## src/rtl/riscv_pkg.sv

```systemverilog
// Shared encodings for the core sequencer: opcodes, FSM states, instruction classes,
// write-back mux selects and trap causes.
package riscv_pkg;

  localparam logic [6:0] OPC_OP     = 7'b0110011;
  localparam logic [6:0] OPC_OP_IMM = 7'b0010011;
  localparam logic [6:0] OPC_LOAD   = 7'b0000011;
  localparam logic [6:0] OPC_STORE  = 7'b0100011;
  localparam logic [6:0] OPC_BRANCH = 7'b1100011;
  localparam logic [6:0] OPC_JAL    = 7'b1101111;
  localparam logic [6:0] OPC_JALR   = 7'b1100111;
  localparam logic [6:0] OPC_LUI    = 7'b0110111;
  localparam logic [6:0] OPC_AUIPC  = 7'b0010111;

  typedef enum logic [2:0] {
    S_IDLE,
    S_FETCH,
    S_DECODE,
    S_EXEC,
    S_MEM,
    S_WB,
    S_TRAP
  } state_t;

  typedef enum logic [3:0] {
    CLS_NONE,
    CLS_OP,
    CLS_OP_IMM,
    CLS_LOAD,
    CLS_STORE,
    CLS_BRANCH,
    CLS_JAL,
    CLS_JALR,
    CLS_LUI,
    CLS_AUIPC
  } cls_t;

  localparam logic [1:0] WB_ALU = 2'd0;
  localparam logic [1:0] WB_MEM = 2'd1;
  localparam logic [1:0] WB_PC4 = 2'd2;
  localparam logic [1:0] WB_IMM = 2'd3;

  localparam logic [1:0] TC_NONE    = 2'd0;
  localparam logic [1:0] TC_ILLEGAL = 2'd1;
  localparam logic [1:0] TC_TIMEOUT = 2'd2;

  // Register-file write source for a class; classes that never write return WB_ALU.
  function automatic logic [1:0] wb_sel_of(input cls_t c);
    case (c)
      CLS_LOAD:          return WB_MEM;
      CLS_JAL, CLS_JALR: return WB_PC4;
      CLS_LUI:           return WB_IMM;
      default:           return WB_ALU;
    endcase
  endfunction

endpackage

```

## src/rtl/core_seq_class.sv

```systemverilog
// Opcode to instruction-class decode, purely combinational (zero latency).
// Unknown opcodes report illegal with class NONE.
module core_seq_class
  import riscv_pkg::*;
(
  input  logic [6:0] opcode,
  output cls_t       cls,
  output logic       illegal
);

  always_comb begin
    cls     = CLS_NONE;
    illegal = 1'b0;
    case (opcode)
      OPC_OP:     cls = CLS_OP;
      OPC_OP_IMM: cls = CLS_OP_IMM;
      OPC_LOAD:   cls = CLS_LOAD;
      OPC_STORE:  cls = CLS_STORE;
      OPC_BRANCH: cls = CLS_BRANCH;
      OPC_JAL:    cls = CLS_JAL;
      OPC_JALR:   cls = CLS_JALR;
      OPC_LUI:    cls = CLS_LUI;
      OPC_AUIPC:  cls = CLS_AUIPC;
      default:    illegal = 1'b1;
    endcase
  end

endmodule

```

## src/rtl/core_seq_ctrl.sv

```systemverilog
// Multi-cycle FETCH/DECODE/EXEC/MEM/WB sequencer driving all datapath enables and selects.
// Stalls in FETCH on imem_rdy, EXEC on alu_valid, MEM on dmem_ack (bounded by TIMEOUT).
module core_seq_ctrl
  import riscv_pkg::*;
#(
  parameter int RET_W   = 32,
  parameter int TIMEOUT = 16,
  parameter int TO_W    = 5
) (
  input  logic             clk,
  input  logic             rst_n,
  input  logic             start,
  input  logic             halt_req,
  input  logic             trap_clr,
  input  logic [6:0]       opcode,
  input  logic             imem_rdy,
  input  logic             alu_valid,
  input  logic             branch_taken,
  input  logic             dmem_ack,
  output logic             imem_req,
  output logic             ir_ld,
  output logic             alu_start,
  output logic             ra_sel_pc,
  output logic             rb_sel_imm,
  output logic             mem_rd,
  output logic             mem_wr,
  output logic             reg_wr,
  output logic [1:0]       wb_sel,
  output logic             pc_en,
  output logic             pc_sel_branch,
  output logic             busy,
  output logic             trap,
  output logic [1:0]       trap_cause,
  output logic [RET_W-1:0] retired
);

  localparam logic [TO_W-1:0] TO_LAST = TO_W'(TIMEOUT - 1);

  state_t           state_q, state_d;
  cls_t             class_q, class_d;
  cls_t             dec_cls;
  logic             dec_illegal;
  logic [1:0]       cause_q, cause_d;
  logic [TO_W-1:0]  to_cnt_q, to_cnt_d;
  logic             taken_q, taken_d;
  logic             alu_go_q, alu_go_d;
  logic             ret_inc;
  logic [RET_W-1:0] retired_q;

  core_seq_class u_class (
    .opcode  (opcode),
    .cls     (dec_cls),
    .illegal (dec_illegal)
  );

  always_ff @(posedge clk) begin
    if (!rst_n) begin
      state_q   <= S_IDLE;
      class_q   <= CLS_NONE;
      cause_q   <= TC_NONE;
      to_cnt_q  <= '0;
      taken_q   <= 1'b0;
      alu_go_q  <= 1'b0;
      retired_q <= '0;
    end else begin
      state_q  <= state_d;
      class_q  <= class_d;
      cause_q  <= cause_d;
      to_cnt_q <= to_cnt_d;
      taken_q  <= taken_d;
      alu_go_q <= alu_go_d;
      if (ret_inc) retired_q <= retired_q + RET_W'(1);
    end
  end

  always_comb begin
    state_d       = state_q;
    class_d       = class_q;
    cause_d       = cause_q;
    to_cnt_d      = '0;
    taken_d       = taken_q;
    alu_go_d      = 1'b0;
    ret_inc       = 1'b0;
    imem_req      = 1'b0;
    ir_ld         = 1'b0;
    alu_start     = 1'b0;
    ra_sel_pc     = 1'b0;
    rb_sel_imm    = 1'b0;
    mem_rd        = 1'b0;
    mem_wr        = 1'b0;
    reg_wr        = 1'b0;
    wb_sel        = WB_ALU;
    pc_en         = 1'b0;
    pc_sel_branch = 1'b0;

    case (state_q)
      S_IDLE: begin
        if (start) state_d = S_FETCH;
      end

      S_FETCH: begin
        imem_req = 1'b1;
        if (imem_rdy) begin
          ir_ld   = 1'b1;
          state_d = S_DECODE;
        end
      end

      S_DECODE: begin
        class_d = dec_cls;
        if (dec_illegal) begin
          cause_d = TC_ILLEGAL;
          state_d = S_TRAP;
        end else begin
          state_d = S_EXEC;
        end
      end

      S_EXEC: begin
        // alu_go_q marks that the launch pulse has already been issued.
        alu_start  = !alu_go_q;
        alu_go_d   = 1'b1;
        ra_sel_pc  = (class_q == CLS_AUIPC) || (class_q == CLS_JAL) ||
                     (class_q == CLS_BRANCH);
        rb_sel_imm = (class_q != CLS_OP);
        if (class_q == CLS_LUI) begin
          state_d = S_WB;
        end else if (alu_valid) begin
          taken_d = branch_taken;
          state_d = ((class_q == CLS_LOAD) || (class_q == CLS_STORE)) ? S_MEM : S_WB;
        end
      end

      S_MEM: begin
        mem_rd = (class_q == CLS_LOAD);
        mem_wr = (class_q == CLS_STORE);
        if (dmem_ack) begin
          if (class_q == CLS_STORE) begin
            pc_en   = 1'b1;
            ret_inc = 1'b1;
            state_d = halt_req ? S_IDLE : S_FETCH;
          end else begin
            state_d = S_WB;
          end
        end else if (to_cnt_q == TO_LAST) begin
          // This cycle's miss brings the count to TIMEOUT.
          cause_d = TC_TIMEOUT;
          state_d = S_TRAP;
        end else begin
          to_cnt_d = to_cnt_q + TO_W'(1);
        end
      end

      S_WB: begin
        reg_wr        = (class_q != CLS_BRANCH);
        wb_sel        = wb_sel_of(class_q);
        pc_en         = 1'b1;
        pc_sel_branch = (class_q == CLS_JAL) || (class_q == CLS_JALR) ||
                        ((class_q == CLS_BRANCH) && taken_q);
        ret_inc       = 1'b1;
        state_d       = halt_req ? S_IDLE : S_FETCH;
      end

      S_TRAP: begin
        if (trap_clr) begin
          cause_d = TC_NONE;
          state_d = S_IDLE;
        end
      end

      default: state_d = S_IDLE;
    endcase
  end

  assign busy       = (state_q != S_IDLE) && (state_q != S_TRAP);
  assign trap       = (state_q == S_TRAP);
  assign trap_cause = cause_q;
  assign retired    = retired_q;

endmodule
```

## config.mk

```make
export PLATFORM = sky130hd
export DESIGN_NAME = core_seq_ctrl
export DESIGN_NICKNAME = d
export VERILOG_FILES = /design/src/rtl/riscv_pkg.sv /design/src/rtl/core_seq_class.sv /design/src/rtl/core_seq_ctrl.sv
export SDC_FILE = /design/constraint.sdc
export NUM_CORES = 1
export LEC_CHECK = 0
export BUFFER_PORTS_ARGS = -buffer_cell sky130_fd_sc_hd__buf_2
export CAP_MARGIN = 40
export CORE_MARGIN = 3
export CORE_UTILIZATION = 42
export DETAILED_ROUTE_END_ITERATION = 6
export GPL_ROUTABILITY_DRIVEN = 0
export PLACE_DENSITY = 0.67
export REMOVE_ABC_BUFFERS = 1
export SYNTH_ARGS = -nofsm -noshare
export SYNTH_HDL_FRONTEND = slang
export SYNTH_SLANG_ARGS = --single-unit
```

## constraint.sdc

```tcl
create_clock -name clk -period 4.1 [get_ports clk]
set_clock_uncertainty 0.2 [all_clocks]
set_input_delay 0.82 -clock clk [delete_from_list [all_inputs] [get_ports clk]]
set_output_delay 0.82 -clock clk [all_outputs]
set_load 0.005 [all_outputs]
```

==> impl_metrics.py, run 1 <==
metrics = {
    "worst_setup_path": {
        "crit_start": "class_q[2]",
        "critical_path_arrival_ns": 1.83,
        "rrSetupSlack_ns": 1.67,
        "slowest_stage": "dfxtp_1",
        "end_kind": "output port",
        "path_class": "flip-flop to output port",
        "cp_max_fo": 48,
        "crit_chain": "nor4b_4 -> a21oi_2 -> buf_4 -> nor2_1 -> buf_2",
        "r2r-start": "state_q[1]",
        "worstPathRequired_ns": 3.08,
        "worst_path_largest_cell_delay_ns": 0.49,
        "start_kind": "flip-flop",
    },
    "sta": {
        "slew_headroom_pct": 60.11,
        "hold_ws_ns": 0.2561,
        "timing.setup.tns_ns": 0,
        "fmax_mhz": 351.5,
        "hold_viol": 0,
        "period_minus_slack_ns": 2.845,
        "grt_setup_unrepaired": "false",
        "drv_slew": 0,
        "worst_pin_slew_ns": 0.5976,
        "setup_viol": 0,
        "finalCritPeriodShare_pct": 69.39,
    },
    "cts": {
        "clock-sinks": 48,
        "cts_hold_buf": 0,
        "cts_resized": 0,
        "clk_path_buf_depth": 2,
        "clkTransAtPathRegs_ns": 0.08,
        "ctsHtreeMaxLevel": 2,
        "clockRootBuffer": "clkbuf_8",
        "cts_made_buffers": 5,
        "cts_tree": "built",
        "post-cts-setup-buffers": 0,
        "clk_latency_ns": 0.31,
    },
    "synthesis": {
        "synth-seq-cells": 48,
        "yosysWarnings": 0,
        "syn_area_per_cell_um2": 8.054,
        "synth_fa_ha_area_share_pct": 1.298,
        "post_synth_num_cell_types": 50,
        "synth_top_family_by_area": "simple AND/OR/NAND/NOR gates",
        "yosys.area_share.simple_pct": 36.30,
        "async_flop_share_pct": 0,
        "synth-xor-area-share_pct": 1.514,
        "synth_cells": 359,
        "synth_compound_area_share_pct": 15.58,
        "synth_edf_count": 0,
        "ys_seq_area_share_pct": 33.23,
        "synth_area_mm2": 0.002892,
        "ys.flop_type": "dfxtp_1",
        "synthMuxAreaShare_pct": 6.231,
    },
    "route": {
        "drt_iter0_drc": 113,
        "drt_first_pass_iters": 4,
        "avgRoutedWirePerCell_um": 14.31,
        "drc": 0,
        "vias": 2812,
        "vias_per_cell": 5.858,
        "ant_nets": 0,
        "routed_wl_um": 6868,
    },
    "flow_run": {
        "cap_violations": 0,
    },
    "die": {
        "start_util_pct": 44.52,
        "die_h_um": 88.98,
        "core_area_mm2": 0.006495,
        "die_area_mm2": 0.007917,
        "die_x_um": 88.98,
        "rows": 29,
        "ios": 64,
    },
    "pwr": {
        "power_leakage_nw": 1.271,
        "power_density_mw_per_mm2": 371.1,
        "irDropWorstVdd_mv": 0.2192,
    },
    "global_routing": {
        "grt_max_degree": 49,
        "grt.overflow.total": 0,
        "antenna_found_initial": 0,
        "grt_pass1_vias": 2470,
        "gr-usage-all-layers_pct": 17.97,
        "grt_pass1_wl_um": 11520,
    },
    "finish": {
        "regArea_um2": 960.9,
        "mostFrequentLayoutCells": "63 x buf_2, 48 x dfxtp_1, 38 x nand2_1, 26 x nand2b_1, 23 x nor2_1",
        "drive_above_1_share_pct": 19.35,
        "final_common_cell": "buf_2",
        "final_net_count": 422,
        "syn_to_final_growth_pct": 14.80,
        "antenna_cells": 0,
        "nFillCells": 648,
        "multi_input_area_mm2": 0.001762,
    },
    "worst_hold_path": {
        "hp-class": "flip-flop to flip-flop",
        "hp-start": "to_cnt_q[0]",
    },
    "placed_design": {
        "hpwl_um": 4921,
        "io_buffers": 63,
    },
    "run_status": {
        "status": "complete, no violations",
    },
}
cell type report:
type / instances / area share [%]
inverter: 11 / 1.244
clock buffer: 5 / 2.073
clock inverter: 2 / 1.809
timing repair buffer: 65 / 9.951
sequential: 48 / 28.95
multi-input combinational: 272 / 53.07
tap: 77 / 2.902
logic make-up (layout without fill, tap and decap cells):
logic type / count (synthesis) / count (layout)
multiplexers: 18 / 18
adder cells (fa/ha/maj): 3 / 3
XOR/XNOR: 5 / 5
buffers and inverters: 39 / 83
flip-flops: 48 / 48
AND/OR/NAND/NOR: 178 / 178
AO/OA/AOI/OAI: 68 / 68
synth_stat cells (2+ instances only):
cell      number  area, µm²
and3b_1        3      26.28
nor3_1         2      10.01
or4_1          8      60.06
o31ai_1        7      52.55
xnor2_1        2      17.52
and2_1         5      31.28
mux2i_1       18      180.2
buf_6          2      22.52
nand2b_1      26      162.7
nand3b_1       3      22.52
clkbuf_1      21      78.83
o211ai_1       2      15.01
nor2b_1        3      18.77
nor4_1        11      68.82
a21oi_1       22      110.1
dfxtp_1       48      960.9
ha_1           3      37.54
nand3_1       11      55.05
or3b_2         2      17.52
o21ai_0       10      50.05
and3_1         4      25.02
or3_1          3      18.77
o41ai_1        7      61.31
a32oi_1        2      17.52
nand2_1       38      142.6
a31oi_1        4      25.02
nor4b_1        8      70.07
and4_1         6      52.55
nor2_1        23      86.33
buf_2          3      15.01
inv_1         11      41.29
nor3b_1        5      37.54
xor2_1         3      26.28
nand4_1       12      75.07
o311ai_0       6      52.55
critical path: cells and delay by family (launching register included):
family          cells  cell delay, ns
simple gates        2            0.51
compound gates      1            0.09
buf+inv             2            0.40
flops               1            0.49
worst paths after layout:
kind,endpoint,cells past startpoint
setup / recovery,pc_en,5
hold / removal,to_cnt_q[0],1
setup reg to reg,retired[27],4
hold reg to reg,to_cnt_q[0],1
metal layers:
metal | vias to the layer above | GRT usage (%) | part of all wire, %
li1 | 1424 | - | -
met1 | 1320 | 24.11 | 46
met2 | 60 | 29.76 | 49
met3 | 8 | 3.226 | 4.4
met4 | 0 | 5.007 | 0.92
met5 | - | 0 | 0
where the power goes:
group,switching (W),leakage [nW],internal [W]
Sequential,0.0000542,0.387,0.000483
Clock,0.000159,0.0642,0.000240
Combinational,0.000180,0.819,0.000115
sequential cells by signal, summed over array words and instances (netlist names):
signal	count
class_q	4
alu_go_q	1
taken_q	1
trap_cause	2
retired	32
state_q	3
to_cnt_q	5
per-stage QoR:
step                total power, W  area (µm²)  util [%]  cells  setup slack, ns
detailed placement       0.0008409        3191     49.12    473            1.349
CTS                       0.001241        3319     51.11    480            1.250
global route              0.001310        3319     51.11    480            1.079
floorplan                0.0007262        2764         -    331            1.179
global placement         0.0008344        3191     49.12    473            1.367
finish                    0.001232        3319     51.11    480            1.255
No activity file was read; power rests on OpenSTA's default activity.
==> inputs of run 2 (changes only) <==
- ABC_AREA: default -> 1
- PLACE_DENSITY: 0.67 -> 0.7
- clock period: 4.1 -> 2.3 ns (I/O delays scaled with it)
==> run 2 against run 1 <==
Clock-buffer cell count increased by 3; cell count increased by 36%; non-clock buffer count grew 6; first-iteration DRC count is 65% higher; worst setup slack worse by 1.1 ns; global-route usage up 1.3 points; via count increased by 13%; utilization increased by 0.39 points; hold slack got worse by 0.015 ns; flip-flop and latch count unchanged; register-to-register slack lost 1.3 ns; sequential power increased by 73%; critical endpoint is now ra_sel_pc; largest power group unchanged.
==> impl_metrics.py, run 2 <==
metrics = {
    "cts": {
        "clk_latency_ns": 0.30,
        "clockRootBuffer": "clkbuf_8",
        "clkTransAtPathRegs_ns": 0.09,
        "cts_tree": "built",
        "clock-sinks": 48,
        "ctsHtreeMaxLevel": 2,
        "cts_made_buffers": 5,
        "clk_path_buf_depth": 2,
        "cts_hold_buf": 0,
    },
    "worst_setup_path": {
        "worstPathRequired_ns": 1.64,
        "worst_path_largest_cell_delay_ns": 0.40,
        "end_kind": "output port",
        "cpLargestDelayFamily": "flip-flops",
        "cp_max_fo": 6,
        "reg2reg_to": "retired[22]",
        "r2r-start": "class_q[2]",
        "crit_chain": "nand2_1 -> nor2_1 -> inv_1 -> a2111oi_1 -> buf_2",
        "start_kind": "flip-flop",
        "critical_path_arrival_ns": 1.51,
        "rrSetupSlack_ns": 0.37,
        "reg2reg_depth": 9,
        "crit_buf_inv": 2,
        "slowest_stage": "dfxtp_1",
        "path_class": "flip-flop to output port",
    },
    "worst_hold_path": {
        "whs_path_depth": 3,
        "hp-start": "branch_taken",
        "hold_path_end": "taken_q",
        "hp-class": "input pin to flip-flop",
    },
    "synthesis": {
        "yosys.area.top_type": "dfxtp_1",
        "synth.most_common_cell": "nand2_1",
        "synth_area_mm2": 0.002978,
        "syn_area_per_cell_um2": 6.140,
        "async_flop_share_pct": 0,
        "synth_edf_count": 0,
        "synth-seq-cells": 48,
        "synth_cells": 485,
        "yosysWarnings": 0,
        "yosysTopAreaCellShare_pct": 32.27,
        "ys_top_cells_by_count": "150 x nand2_1, 100 x nor2_1, 48 x dfxtp_1",
        "post_synth_num_cell_types": 37,
        "ys.flop_type": "dfxtp_1",
        "synthTopCellsByArea": "dfxtp_1 32%, nand2_1 19%, nor2_1 13%, a21oi_1 5.7%, inv_1 5.7%",
        "ys_seq_area_share_pct": 32.27,
    },
    "sta": {
        "finalCritPeriodShare_pct": 94.45,
        "timing.setup.tns_ns": 0,
        "setup_viol": 0,
        "fmax_mhz": 460.3,
        "period_minus_slack_ns": 2.172,
        "worst_pin_slew_ns": 0.4752,
        "drv_slew": 0,
        "hold_ws_ns": 0.2412,
        "setup_slack_ns": 0.1277,
        "hold_viol": 0,
        "slew_headroom_pct": 68.21,
    },
    "finish": {
        "mostFrequentLayoutCells": "150 x nand2_1, 100 x nor2_1, 63 x buf_2, 48 x dfxtp_1, 45 x inv_1",
        "syn_to_final_growth_pct": 18.15,
        "final_common_cell": "nand2_1",
        "stdcell_area_mm2": 0.003518,
        "final_cells": 653,
        "largest_register_ffs": 32,
        "antenna_cells": 0,
        "drive_above_1_share_pct": 18.49,
        "final_net_count": 575,
    },
    "die": {
        "ios": 64,
        "core_area_mm2": 0.006832,
        "start_util_pct": 43.59,
        "die_area_mm2": 0.008136,
        "rows": 30,
        "die_x_um": 90.20,
        "die_h_um": 90.20,
    },
    "global_routing": {
        "grt_pass1_wl_um": 13090,
        "gr-usage-all-layers_pct": 19.26,
        "top_usage_layer": "met2",
        "grt_max_degree": 24,
        "use_met1_pct": 23.65,
        "grtUsageMet3_pct": 4.603,
        "grt_use_met2_pct": 33.91,
        "grt.overflow.total": 0,
        "grt_pass1_vias": 2970,
        "antenna_found_initial": 0,
    },
    "placed_design": {
        "placed_area_mm2": 0.003405,
        "hpwl_um": 6042,
        "placed_cells": 642,
        "io_buffers": 63,
        "pre_cts_ws_ns": 0.3457,
    },
    "route": {
        "vias_per_cell": 4.870,
        "drt_iter0_drc": 186,
        "vias": 3180,
        "routed_wl_um": 7777,
        "ant_nets": 0,
        "drc": 0,
        "drt_first_pass_iters": 4,
        "avgRoutedWirePerCell_um": 11.91,
    },
    "pwr": {
        "power_leakage_nw": 1.458,
        "power_density_mw_per_mm2": 546.7,
        "irDropWorstVdd_mv": 0.4375,
    },
    "run_status": {
        "status": "complete, no violations",
    },
    "flow_run": {
        "cap_violations": 0,
    },
}
[run 2: cell types whose count changed in the layout (fill, tap and decap cells not counted), moves of 18 or more]
cell and delta:
nand2_1 +112, mux2i_1 -18, inv_1 +34, nor2_1 +77, nand2b_1 -26
[run 2: how the worst max path moves through the flow]
stage	start	to	slack [ns]	cells past startpoint
floorplan	state_q[1]	ra_sel_pc	0.56	4
global placement	dmem_ack	pc_en	0.39	4
detailed placement	dmem_ack	retired[23]	0.35	9
CTS	state_q[0]	pc_en	0.05	4
global route	state_q[0]	ra_sel_pc	-0.04	5
finish	state_q[1]	ra_sel_pc	0.13	5
[run 2: metal layers]
| metal | routed length, µm | vias up |
|---|---|---|
| met2 | 3674 | 73 |
| met1 | 3593 | 1423 |
| met5 | 0 | - |
| met3 | 434 | 7 |
| met4 | 74 | 0 |
| li1 | - | 1677 |
[run 2: worst reg2reg max path: stages, from the launching register on]
cell     delay [ns]
dfxtp_1        0.37
inv_2          0.07
nor2_4         0.15
nand3_4        0.11
nand2_1        0.09
nand2_2        0.28
nor3_2         0.35
nand3_1        0.11
nand2_1        0.07
nor2_1         0.03
[run 2: kinds of logic after synthesis]
group	Yosys count	share of synthesized area, %
adder cells (fa/ha/maj)	3	1.261
buffers and inverters	55	7.605
XOR/XNOR	7	2.059
flip-flops	48	32.27
AND/OR/NAND/NOR	317	46.72
AO/OA/AOI/OAI	55	10.08
[run 2: cell type report]
class	instances	area [µm²]
clock buffers	8	90.09
fillers	735	3313
inverters	48	180.2
multi-input cells	382	1792
flip-flops and latches	48	960.9
well taps	96	120.1
repair buffers	71	375.4
[run 2: timing repair]
item | 4_1_cts | 5_1_grt
gates resized for setup | 0 | 1
buffers inserted | 0 | 3
endpoints found under the setup margin | 0 | 2
[run 2: stage by stage]
stage	power, W	utilization [%]
6_report	0.001924	51.50
3_5_place_dp	0.001405	49.84
2_1_floorplan	0.001247	-
4_1_cts	0.001934	51.15
3_3_place_gp	0.001398	49.84
5_1_grt	0.002043	51.50
[run 2: power by group]
group / switching (W) / total, W / leakage (nW) / internal [W]
logic: 0.000300 / 0.000467 / 1.03 / 0.000167
registers: 0.0000531 / 0.000929 / 0.387 / 0.000876
clock network: 0.000282 / 0.000528 / 0.0455 / 0.000246
total: 0.000635 / 0.00192 / 1.46 / 0.00129
==> inputs of run 3 (changes only) <==
- CORE_UTILIZATION: 42 -> 49
- PLACE_DENSITY: 0.7 -> 0.79
- RECOVER_POWER: default -> 25
==> run 3 against run 2 <==
Register-to-register slack hardly changed; sequential power is 0.6% higher; via count is 2.7% higher; final area is 1.5% lower; worst setup slack worse by 0.043 ns; critical endpoint is now pc_en; utilization is 9.5 points higher; critical path depth is 1 lower; clock power is 2% higher; hold slack worse by 0.014 ns; cell count is 4.1% lower.
==> impl_metrics.py, run 3 (synthesized netlist as in run 2, its figures left out) <==
metrics = {
    "route": {
        "vias_per_cell": 5.217,
        "routed_wl_um": 7654,
        "drt_iter0_drc": 206,
        "drt_first_pass_iters": 5,
        "vias": 3266,
        "ant_nets": 0,
        "avgRoutedWirePerCell_um": 12.23,
        "drc": 0,
    },
    "die": {
        "ios": 64,
        "rows": 27,
        "start_util_pct": 52.47,
        "core_area_mm2": 0.005675,
        "die_area_mm2": 0.007048,
        "die_x_um": 83.96,
        "die_h_um": 83.96,
    },
    "worst_setup_path": {
        "end_kind": "output port",
        "critical_path_arrival_ns": 1.56,
        "path_class": "flip-flop to output port",
        "worstPathRequired_ns": 1.64,
        "worst_path_largest_cell_delay_ns": 0.35,
        "slowest_stage": "dfxtp_1",
        "crit_chain": "nor2_1 -> nand2_2 -> o21ai_4 -> buf_2",
        "cpLargestDelayFamily": "simple AND/OR/NAND/NOR gates",
        "start_kind": "flip-flop",
        "cp_max_fo": 10,
        "crit_buf_inv": 1,
    },
    "finish": {
        "antenna_cells": 0,
        "largest_register_ffs": 32,
        "final_net_count": 572,
        "final_common_cell": "nand2_1",
        "drive_above_1_share_pct": 17.69,
        "mostFrequentLayoutCells": "150 x nand2_1, 100 x nor2_1, 58 x buf_2, 46 x dfxtp_1, 45 x inv_1",
        "syn_to_final_growth_pct": 16.34,
    },
    "sta": {
        "hold_ws_ns": 0.2273,
        "grt_setup_unrepaired": "false",
        "slew_headroom_pct": 68.21,
        "drv_slew": 0,
        "finalCritPeriodShare_pct": 96.31,
        "fmax_mhz": 451.4,
        "period_minus_slack_ns": 2.215,
        "timing.setup.tns_ns": 0,
        "setup_viol": 0,
        "hold_viol": 0,
        "worst_pin_slew_ns": 0.4752,
    },
    "placed_design": {
        "io_buffers": 63,
        "hpwl_um": 5933,
    },
    "global_routing": {
        "grt_max_degree": 24,
        "gr-usage-all-layers_pct": 21.48,
        "grt_pass1_wl_um": 12770,
        "grt_pass1_vias": 3022,
        "grt.overflow.total": 0,
        "antenna_found_initial": 0,
    },
    "cts": {
        "cts_hold_buf": 0,
        "post-cts-setup-buffers": 0,
        "clk_path_buf_depth": 2,
        "clkTransAtPathRegs_ns": 0.09,
        "cts_tree": "built",
        "cts_made_buffers": 5,
        "clockRootBuffer": "clkbuf_8",
        "clock-sinks": 48,
        "clk_latency_ns": 0.31,
        "cts_resized": 0,
        "ctsHtreeMaxLevel": 2,
    },
    "pwr": {
        "power_leakage_nw": 1.420,
        "power_density_mw_per_mm2": 558.0,
        "irDropWorstVdd_mv": 0.4151,
    },
    "flow_run": {
        "cap_violations": 0,
    },
    "run_status": {
        "status": "complete, no violations",
    },
    "worst_hold_path": {
        "hp-class": "input pin to flip-flop",
    },
}
==> run 3: cell count changes in the layout (fill, tap and decap cells not counted), sizes merged <==
cell,previous run,this run
buf,71,64
clkbuf,8,11
clkinvlp,0,1
==> run 3: power breakdown <==
| group | total (W) | switching, W | internal [W] | leakage (nW) |
|---|---|---|---|---|
| sequential | 0.000935 | 0.0000566 | 0.000879 | 0.388 |
| clock | 0.000536 | 0.000291 | 0.000245 | 0.0445 |
| combinational | 0.000462 | 0.000300 | 0.000162 | 0.987 |
| total | 0.00193 | 0.000648 | 0.00129 | 1.42 |
==> run 3: per-layer routing <==
metal	share of wire [%]	track usage, %
met1	44	25.99
met2	48	37.60
met3	6.1	4.541
met4	1.5	7.164
met5	0	0
==> run 3: worst reg2reg max path, delay by kind of cell (launching register included) <==
family	cells	cell delay, ns
buffers and inverters	1	0.20
AOI/OAI and AO/OA	1	0.34
DFF	1	0.35
and+or+nand+nor	7	0.72
==> run 3: layout make-up <==
type / instances / area (µm²)
Clock inverter: 1 / 7.507
Sequential cell: 48 / 963.4
Multi-Input combinational cell: 382 / 1790
Clock buffer: 7 / 86.33
Tap cell: 72 / 90.09
Fill cell: 555 / 2211
Timing Repair Buffer: 68 / 346.6
Inverter: 48 / 180.2
==> run 3: stage by stage <==
step	instance area [µm²]	power [W]	util (%)	worst slack [ns]	std cells
2_1_floorplan	2932	0.001247	-	0.5586	478
3_3_place_gp	3374	0.001395	59.46	0.4374	618
3_5_place_dp	3374	0.001402	59.46	0.3756	618
4_1_cts	3468	0.001930	61.11	0.08802	626
5_1_grt	3465	0.002039	61.05	0.008077	626
6_report	3465	0.001933	61.05	0.08487	626
==> run 3: worst paths after layout <==
kind / start / end / slack [ns] / cells after the start
setup / recovery: state_q[0] / pc_en / 0.08 / 4
hold / removal: branch_taken / taken_q / 0.23 / 3
setup reg to reg: state_q[0] / retired[23] / 0.38 / 9
hold reg to reg: taken_q / taken_q / 0.25 / 2
